[src/rtl/rv_ctrl_pkg.sv]
// rv_ctrl_pkg: shared encodings for the RV32I multi-cycle control path
// (opcodes, immediate-extender selects, PC-source selects, FSM states,
// instruction classes).
package rv_ctrl_pkg;

    // Major opcodes, inst[6:0]
    localparam logic [6:0] OP_LOAD   = 7'b0000011;
    localparam logic [6:0] OP_ALUI   = 7'b0010011;
    localparam logic [6:0] OP_STORE  = 7'b0100011;
    localparam logic [6:0] OP_LUI    = 7'b0110111;
    localparam logic [6:0] OP_AUIPC  = 7'b0010111;
    localparam logic [6:0] OP_BRANCH = 7'b1100011;
    localparam logic [6:0] OP_JALR   = 7'b1100111;
    localparam logic [6:0] OP_JAL    = 7'b1101111;
    localparam logic [6:0] OP_RTYPE  = 7'b0110011;

    // funct3 values that turn an OP-IMM into a shift-immediate
    localparam logic [2:0] F3_SLLI   = 3'b001;
    localparam logic [2:0] F3_SRXI   = 3'b101;

    // Immediate-extender select, must match the extender's case table
    localparam logic [2:0] IMM_LOAD   = 3'b000;
    localparam logic [2:0] IMM_ALUI   = 3'b001;
    localparam logic [2:0] IMM_SHIFT  = 3'b010;
    localparam logic [2:0] IMM_STORE  = 3'b011;
    localparam logic [2:0] IMM_UPPER  = 3'b100;
    localparam logic [2:0] IMM_BRANCH = 3'b101;
    localparam logic [2:0] IMM_JALR   = 3'b110;
    localparam logic [2:0] IMM_JAL    = 3'b111;
    localparam logic [2:0] IMM_RTYPE  = 3'b000;  // no immediate; value unused

    // Next-PC source select
    localparam logic [1:0] PCSEL_PC4    = 2'b00;
    localparam logic [1:0] PCSEL_PCIMM  = 2'b01;
    localparam logic [1:0] PCSEL_RS1IMM = 2'b10;

    // FSM states; encoding is visible on o_state for debug
    typedef enum logic [2:0] {
        ST_FETCH  = 3'd0,
        ST_DECODE = 3'd1,
        ST_EXEC   = 3'd2,
        ST_MEM    = 3'd3,
        ST_WB     = 3'd4,
        ST_TRAP   = 3'd5
    } state_e;

    // Instruction classes as seen by the sequencer
    typedef enum logic [3:0] {
        CLS_LOAD, CLS_ALUI, CLS_SHIFTI, CLS_STORE, CLS_UPPER,
        CLS_BRANCH, CLS_JALR, CLS_JAL, CLS_RTYPE, CLS_ILLEGAL
    } inst_class_e;

endpackage

[src/rtl/inst_class_decode.sv]
// inst_class_decode: purely combinational opcode/funct3 classifier that
// yields the instruction class and the immediate-extender select.
module inst_class_decode
    import rv_ctrl_pkg::*;
(
    input  logic [6:0] i_opcode,
    input  logic [2:0] i_funct3,
    output logic [3:0] o_class,
    output logic [2:0] o_immSrc
);

    inst_class_e w_cls;

    // Map the opcode (and funct3 for OP-IMM) to class and immediate format
    always_comb begin
        // NOTE: every output gets a default before the case so no path
        // leaves a value held over, which would infer a latch.
        w_cls    = CLS_ILLEGAL;
        o_immSrc = IMM_LOAD;
        case (i_opcode)
            OP_LOAD:   begin w_cls = CLS_LOAD;   o_immSrc = IMM_LOAD;   end
            OP_ALUI: begin
                if (i_funct3 == F3_SLLI || i_funct3 == F3_SRXI) begin
                    w_cls    = CLS_SHIFTI;
                    o_immSrc = IMM_SHIFT;
                end else begin
                    w_cls    = CLS_ALUI;
                    o_immSrc = IMM_ALUI;
                end
            end
            OP_STORE:  begin w_cls = CLS_STORE;  o_immSrc = IMM_STORE;  end
            OP_LUI,
            OP_AUIPC:  begin w_cls = CLS_UPPER;  o_immSrc = IMM_UPPER;  end
            OP_BRANCH: begin w_cls = CLS_BRANCH; o_immSrc = IMM_BRANCH; end
            OP_JALR:   begin w_cls = CLS_JALR;   o_immSrc = IMM_JALR;   end
            OP_JAL:    begin w_cls = CLS_JAL;    o_immSrc = IMM_JAL;    end
            OP_RTYPE:  begin w_cls = CLS_RTYPE;  o_immSrc = IMM_RTYPE;  end
            default:   begin w_cls = CLS_ILLEGAL; o_immSrc = IMM_LOAD;  end
        endcase
    end

    assign o_class = w_cls;

endmodule

[src/rtl/multicycle_sequencer.sv]
// multicycle_sequencer: FETCH/DECODE/EXEC/MEM/WB control FSM for the
// multi-cycle RV32I core, with sticky illegal-opcode trap and a
// retired-instruction counter.
module multicycle_sequencer
    import rv_ctrl_pkg::*;
#(
    parameter int CNT_W = 32
) (
    input  logic             i_clk,
    input  logic             i_rst,
    input  logic [31:0]      i_fetchData,
    input  logic             i_fetchValid,
    input  logic             i_memReady,
    input  logic             i_branchTaken,
    output logic             o_fetchReq,
    output logic [31:0]      o_inst,
    output logic [2:0]       o_immSrc,
    output logic             o_memReq,
    output logic             o_memWe,
    output logic             o_regWrite,
    output logic             o_pcWrite,
    output logic [1:0]       o_pcSel,
    output logic [2:0]       o_state,
    output logic             o_illegal,
    output logic [CNT_W-1:0] o_instret
);

    state_e           r_state;
    logic [31:0]      r_inst;
    logic [2:0]       r_immSrc;
    inst_class_e      r_class;
    logic             r_illegal;
    logic [CNT_W-1:0] r_instret;

    logic [3:0]       w_decClass;
    logic [2:0]       w_decImmSrc;
    logic             w_fetchReq;
    logic             w_memReq;
    logic             w_memWe;
    logic             w_regWrite;
    logic             w_pcWrite;
    logic [1:0]       w_pcSel;
    logic             w_isStore;

    inst_class_decode u_decode (
        .i_opcode (r_inst[6:0]),
        .i_funct3 (r_inst[14:12]),
        .o_class  (w_decClass),
        .o_immSrc (w_decImmSrc)
    );

    assign w_isStore = (r_class == CLS_STORE);

    // Strobes and requests: the retiring strobe must fire in the same cycle
    // as the branch result / memory-ready input, so they decode the current
    // state plus those inputs rather than being registered a cycle early.
    always_comb begin
        w_fetchReq = 1'b0;
        w_memReq   = 1'b0;
        w_memWe    = 1'b0;
        w_regWrite = 1'b0;
        w_pcWrite  = 1'b0;
        w_pcSel    = PCSEL_PC4;
        case (r_state)
            ST_FETCH: w_fetchReq = 1'b1;
            ST_EXEC: begin
                if (r_class == CLS_BRANCH) begin
                    w_pcWrite = 1'b1;
                    w_pcSel   = i_branchTaken ? PCSEL_PCIMM : PCSEL_PC4;
                end
            end
            ST_MEM: begin
                w_memReq  = 1'b1;
                w_memWe   = w_isStore;
                w_pcWrite = w_isStore && i_memReady;
            end
            ST_WB: begin
                w_regWrite = 1'b1;
                w_pcWrite  = 1'b1;
                if (r_class == CLS_JAL)       w_pcSel = PCSEL_PCIMM;
                else if (r_class == CLS_JALR) w_pcSel = PCSEL_RS1IMM;
                else                          w_pcSel = PCSEL_PC4;
            end
            default: ;
        endcase
    end

    // Sequencer state, IR, immediate select, trap flag and retire counter
    always_ff @(posedge i_clk) begin
        // NOTE: non-blocking assignments throughout, so every register in
        // this block updates from pre-edge values regardless of order.
        if (i_rst) begin
            r_state   <= ST_FETCH;
            r_inst    <= '0;
            r_immSrc  <= IMM_LOAD;
            r_class   <= CLS_RTYPE;
            r_illegal <= 1'b0;
            r_instret <= '0;
        end else begin
            if (w_pcWrite) begin
                r_instret <= r_instret + CNT_W'(1);
            end
            case (r_state)
                ST_FETCH: begin
                    if (i_fetchValid) begin
                        r_inst  <= i_fetchData;
                        r_state <= ST_DECODE;
                    end
                end
                ST_DECODE: begin
                    // Unsupported opcodes leave the previous immSrc in place
                    if (w_decClass == CLS_ILLEGAL) begin
                        r_illegal <= 1'b1;
                        r_state   <= ST_TRAP;
                    end else begin
                        r_class  <= inst_class_e'(w_decClass);
                        r_immSrc <= w_decImmSrc;
                        r_state  <= ST_EXEC;
                    end
                end
                ST_EXEC: begin
                    if (r_class == CLS_BRANCH)
                        r_state <= ST_FETCH;
                    else if (r_class == CLS_LOAD || r_class == CLS_STORE)
                        r_state <= ST_MEM;
                    else
                        r_state <= ST_WB;
                end
                ST_MEM: begin
                    if (i_memReady) begin
                        r_state <= w_isStore ? ST_FETCH : ST_WB;
                    end
                end
                ST_WB:   r_state <= ST_FETCH;
                ST_TRAP: r_state <= ST_TRAP;
                default: r_state <= ST_FETCH;
            endcase
        end
    end

    // Reset forces every output low in the reset cycle itself, so an
    // in-flight request or strobe is withdrawn immediately, not an edge later.
    assign o_fetchReq = w_fetchReq & ~i_rst;
    assign o_memReq   = w_memReq   & ~i_rst;
    assign o_memWe    = w_memWe    & ~i_rst;
    assign o_regWrite = w_regWrite & ~i_rst;
    assign o_pcWrite  = w_pcWrite  & ~i_rst;
    assign o_pcSel    = i_rst ? 2'b00 : w_pcSel;
    assign o_state    = i_rst ? 3'd0 : r_state;
    assign o_inst     = i_rst ? 32'd0 : r_inst;
    assign o_immSrc   = i_rst ? 3'd0 : r_immSrc;
    assign o_illegal  = r_illegal & ~i_rst;
    assign o_instret  = i_rst ? '0 : r_instret;

endmodule

[config.mk]
export PLATFORM = sky130hd
export DESIGN_NAME = multicycle_sequencer
export DESIGN_NICKNAME = d
export VERILOG_FILES = /design/src/rtl/rv_ctrl_pkg.sv /design/src/rtl/inst_class_decode.sv /design/src/rtl/multicycle_sequencer.sv
export SDC_FILE = /design/constraint.sdc
export NUM_CORES = 1
export LEC_CHECK = 0
export ABC_CLOCK_PERIOD_IN_PS = 2150
export BUFFER_PORTS_ARGS = -buffer_cell sky130_fd_sc_hd__buf_2
export CAP_MARGIN = 40
export CORE_ASPECT_RATIO = 1.75
export CORE_UTILIZATION = 40
export DETAILED_ROUTE_END_ITERATION = 10
export GPL_TIMING_DRIVEN = 0
export PLACE_DENSITY_LB_ADDON = 0.12
export SYNTH_ARGS = -nofsm -noshare
export SYNTH_HDL_FRONTEND = slang
export SYNTH_SLANG_ARGS = --single-unit
[constraint.sdc]
create_clock -name i_clk -period 2.15 [get_ports i_clk]
set_input_delay 0.5375 -clock i_clk [delete_from_list [all_inputs] [get_ports i_clk]]
set_output_delay 0.5375 -clock i_clk [all_outputs]
set_load 0.01 [all_outputs]
==> flow_summary.ini <==
[place]
dp_hpwl_mm = 8.57
gp_congestion = 0.826
dp_slack_ns = -0.764
portBuffers = 113

[die]
ios = 115
die_h_um = 133
core_area_mm2 = 0.00947
die_w_um = 76.8
initial_utilization = 0.413
design.die.area_mm2 = 0.0102
rows = 47

[layout]
fillCellCount = 948
nets = 690
diodes = 0
area_growth_pct = 35.0
final_util = 0.558
drive_gt1_frac = 0.301

[yosys]
synth_seq_area_share = 0.384
synthCells = 509
syn_area_mm2 = 0.00391
synth-async-reset-ratio = 0
ys_types = 58
yosysWarningCount = 0
synthFlopType = dfxtp_1
syn-num-nets = 547
ys_ff_latch = 75
syn_area_per_cell_um2 = 7.69
synth-edff-count = 0

[timing]
fin_skew_ns = 0.00493
rsz0062_at_grt = true
slew_headroom = 0.522
fmax_ghz = 0.462
slew_viol_final = 0
hold_slack_ns = 0.437
worstMarginPinSlew_ns = 0.717
setup_viol = 2
fin_crit_ns = 2.16
postLayoutSetupSlackWorst_ns = -0.0141
hold_violations = 0
fin_setup_tns_ns = -0.0143
period_share = 1.01

[routing]
via_per_inst = 5.23
route.detailed.drc = 0
drtPass1Iterations = 4
antenna_left = 0
postRouteWirelength_mm = 11.7
vias = 4076
routedWlPerCell_um = 15.0
drt-initial-drc-count = 193

[setup_path]
slowest_stage = dfxtp_2
cp.buffers_inverters = 1
start_kind = flip-flop
crit_chain = and4bb_2 -> o21a_4 -> or2_4 -> and2_4 -> buf_6
endpoint_kind = output port
critPathMaxStageDelay_ns = 0.39
crit_family = simple AND/OR/NAND/NOR gates
worstSetupPathType = reg -> out
arrival_ns = 1.63
required_ns = 1.61
cp_max_fo = 5

[clock_tree]
clk_pin_slew_worst_paths_ns = 0.06
root_buffer = clkbuf_16
clock_path_buffers = 2
insertion_delay_ns = 0.33
cts_tree = yes
cts_inserted_buffers = 9
htree_levels = 3
cts_sinks = 75

[pwr]
p_per_area_mw_per_mm2 = 676
ir_worst_vdd_uv = 709
power_leakage_nw = 2.26

[worst_hold_path]
min_path_type = in -> reg

[grt]
grt_antenna_before_repair = 0
grt_max_degree = 13
grt_pass1_wl_mm = 18.3
grt.total_usage = 0.229
grt_pass1_vias = 3884
grt_overflow = 0

[outcome]
status = complete, but fails checks
violations = negative setup slack

[job]
maxCapViolCount = 0
path summary, 6_finish.rpt:
path | slack [ns] | from | end | cells past startpoint
max | -0.01 | r_state[2]$_SDFFE_PP0P_ | o_pcWrite | 5
min | 0.44 | i_fetchData[16] | r_inst[16]$_SDFFE_PP0P_ | 3
max reg2reg | 0 | r_inst[4]$_SDFFE_PP0P_ | r_immSrc[2]$_SDFFE_PP0P_ | 5
min reg2reg | 0.45 | r_inst[9]$_SDFFE_PP0P_ | r_inst[9]$_SDFFE_PP0P_ | 2
cells in the final DEF (no fill, tap or decap), types with 10 or more instances in the layout:
cell / instances
nor2b_1: 65
nand3_1: 12
clkbuf_1: 15
a21oi_1: 50
nor2_1: 48
or3_1: 10
buf_4: 22
dfxtp_1: 69
buf_2: 113
o21ai_0: 13
nand2_1: 83
cells in the mapped netlist (5+ instances only):
cell type  instances  area [µm²]
a21oi_1           50         250
clkbuf_1          26        97.6
o21ai_0           13        65.1
nor2_1            48         180
nand3_1           12        60.1
nand2_1           83         312
xor2_1             5        43.8
or3_1             10        62.6
inv_1             10        37.5
xnor2_1            9        78.8
dfxtp_1           75        1500
nor4_1             6        37.5
nand4_1            9        56.3
nor2b_1           67         419
o2111ai_1          5        43.8
mux2_2             7        78.8
nor3_1             7        35.0
flip-flops by register name, indices dropped and copies added, names as in the netlist:
signal	flops
r_illegal	1
r_class	4
r_immSrc	3
r_instret	32
r_inst	32
r_state	3
worst register-to-register path, stage by stage, from the launching register on:
cell and delay, ns:
dfxtp_1 0.38, nand2b_1 0.24, a2111oi_2 0.46, o21ai_2 0.20, or4_1 0.59, a21bo_1 0.22
what timing repair did:
action                                 4_1_cts  5_1_grt
setup endpoints to repair                  126       19
pin swaps                                    5        4
hold buffers                                 0        0
setup buffers                               12        9
resized for setup                           44        7
endpoints found under the hold margin        0        0
cells by family (layout without fill, tap and decap cells):
kind of cell	Yosys count	in the layout	synth area share
AO/OA/AOI/OAI	98	98	0.158
multiplexers	9	9	0.0256
adder cells (fa/ha/maj)	1	1	0.00320
AND/OR/NAND/NOR	271	271	0.358
flip-flops	75	75	0.384
buffers and inverters	41	189	0.0403
XOR/XNOR	14	14	0.0313
per-stage QoR:
step / std cells / area, µm² / power [mW]
3_3_place_gp: 744 / 4630 / 1.83
4_1_cts: 770 / 5200 / 3.60
5_1_grt: 779 / 5280 / 3.71
2_1_floorplan: 509 / 3920 / 1.70
6_report: 779 / 5280 / 3.57
3_5_place_dp: 744 / 4630 / 1.84
per-layer routing:
metal / global-route usage / vias up / wire [µm]
met5: 0 / - / 0
met4: 0.100 / 0 / 387
met3: 0.0497 / 23 / 521
met2: 0.445 / 116 / 6470
met1: 0.224 / 1896 / 4300
li1: - / 2041 / -
power breakdown:
part           internal [mW]  total [mW]  switching [mW]  leakage (nW)
sequential              1.44        1.47          0.0360         0.612
clock                   1.16        1.74           0.575         0.169
combinational          0.151       0.362           0.211          1.48
total                   2.75        3.57           0.821          2.26
area by class of cell:
cell class | instances | area, µm² | area share
buffer | 29 | 184 | 0.0348
clock buffer | 11 | 243 | 0.0460
clock inverter | 5 | 100 | 0.0190
inverter | 10 | 37.5 | 0.00711
multi-input combinational | 393 | 2320 | 0.439
sequential | 75 | 1520 | 0.287
tap | 122 | 153 | 0.0289
timing repair buffer | 134 | 729 | 0.138
Power figures use the tool's default switching activity.
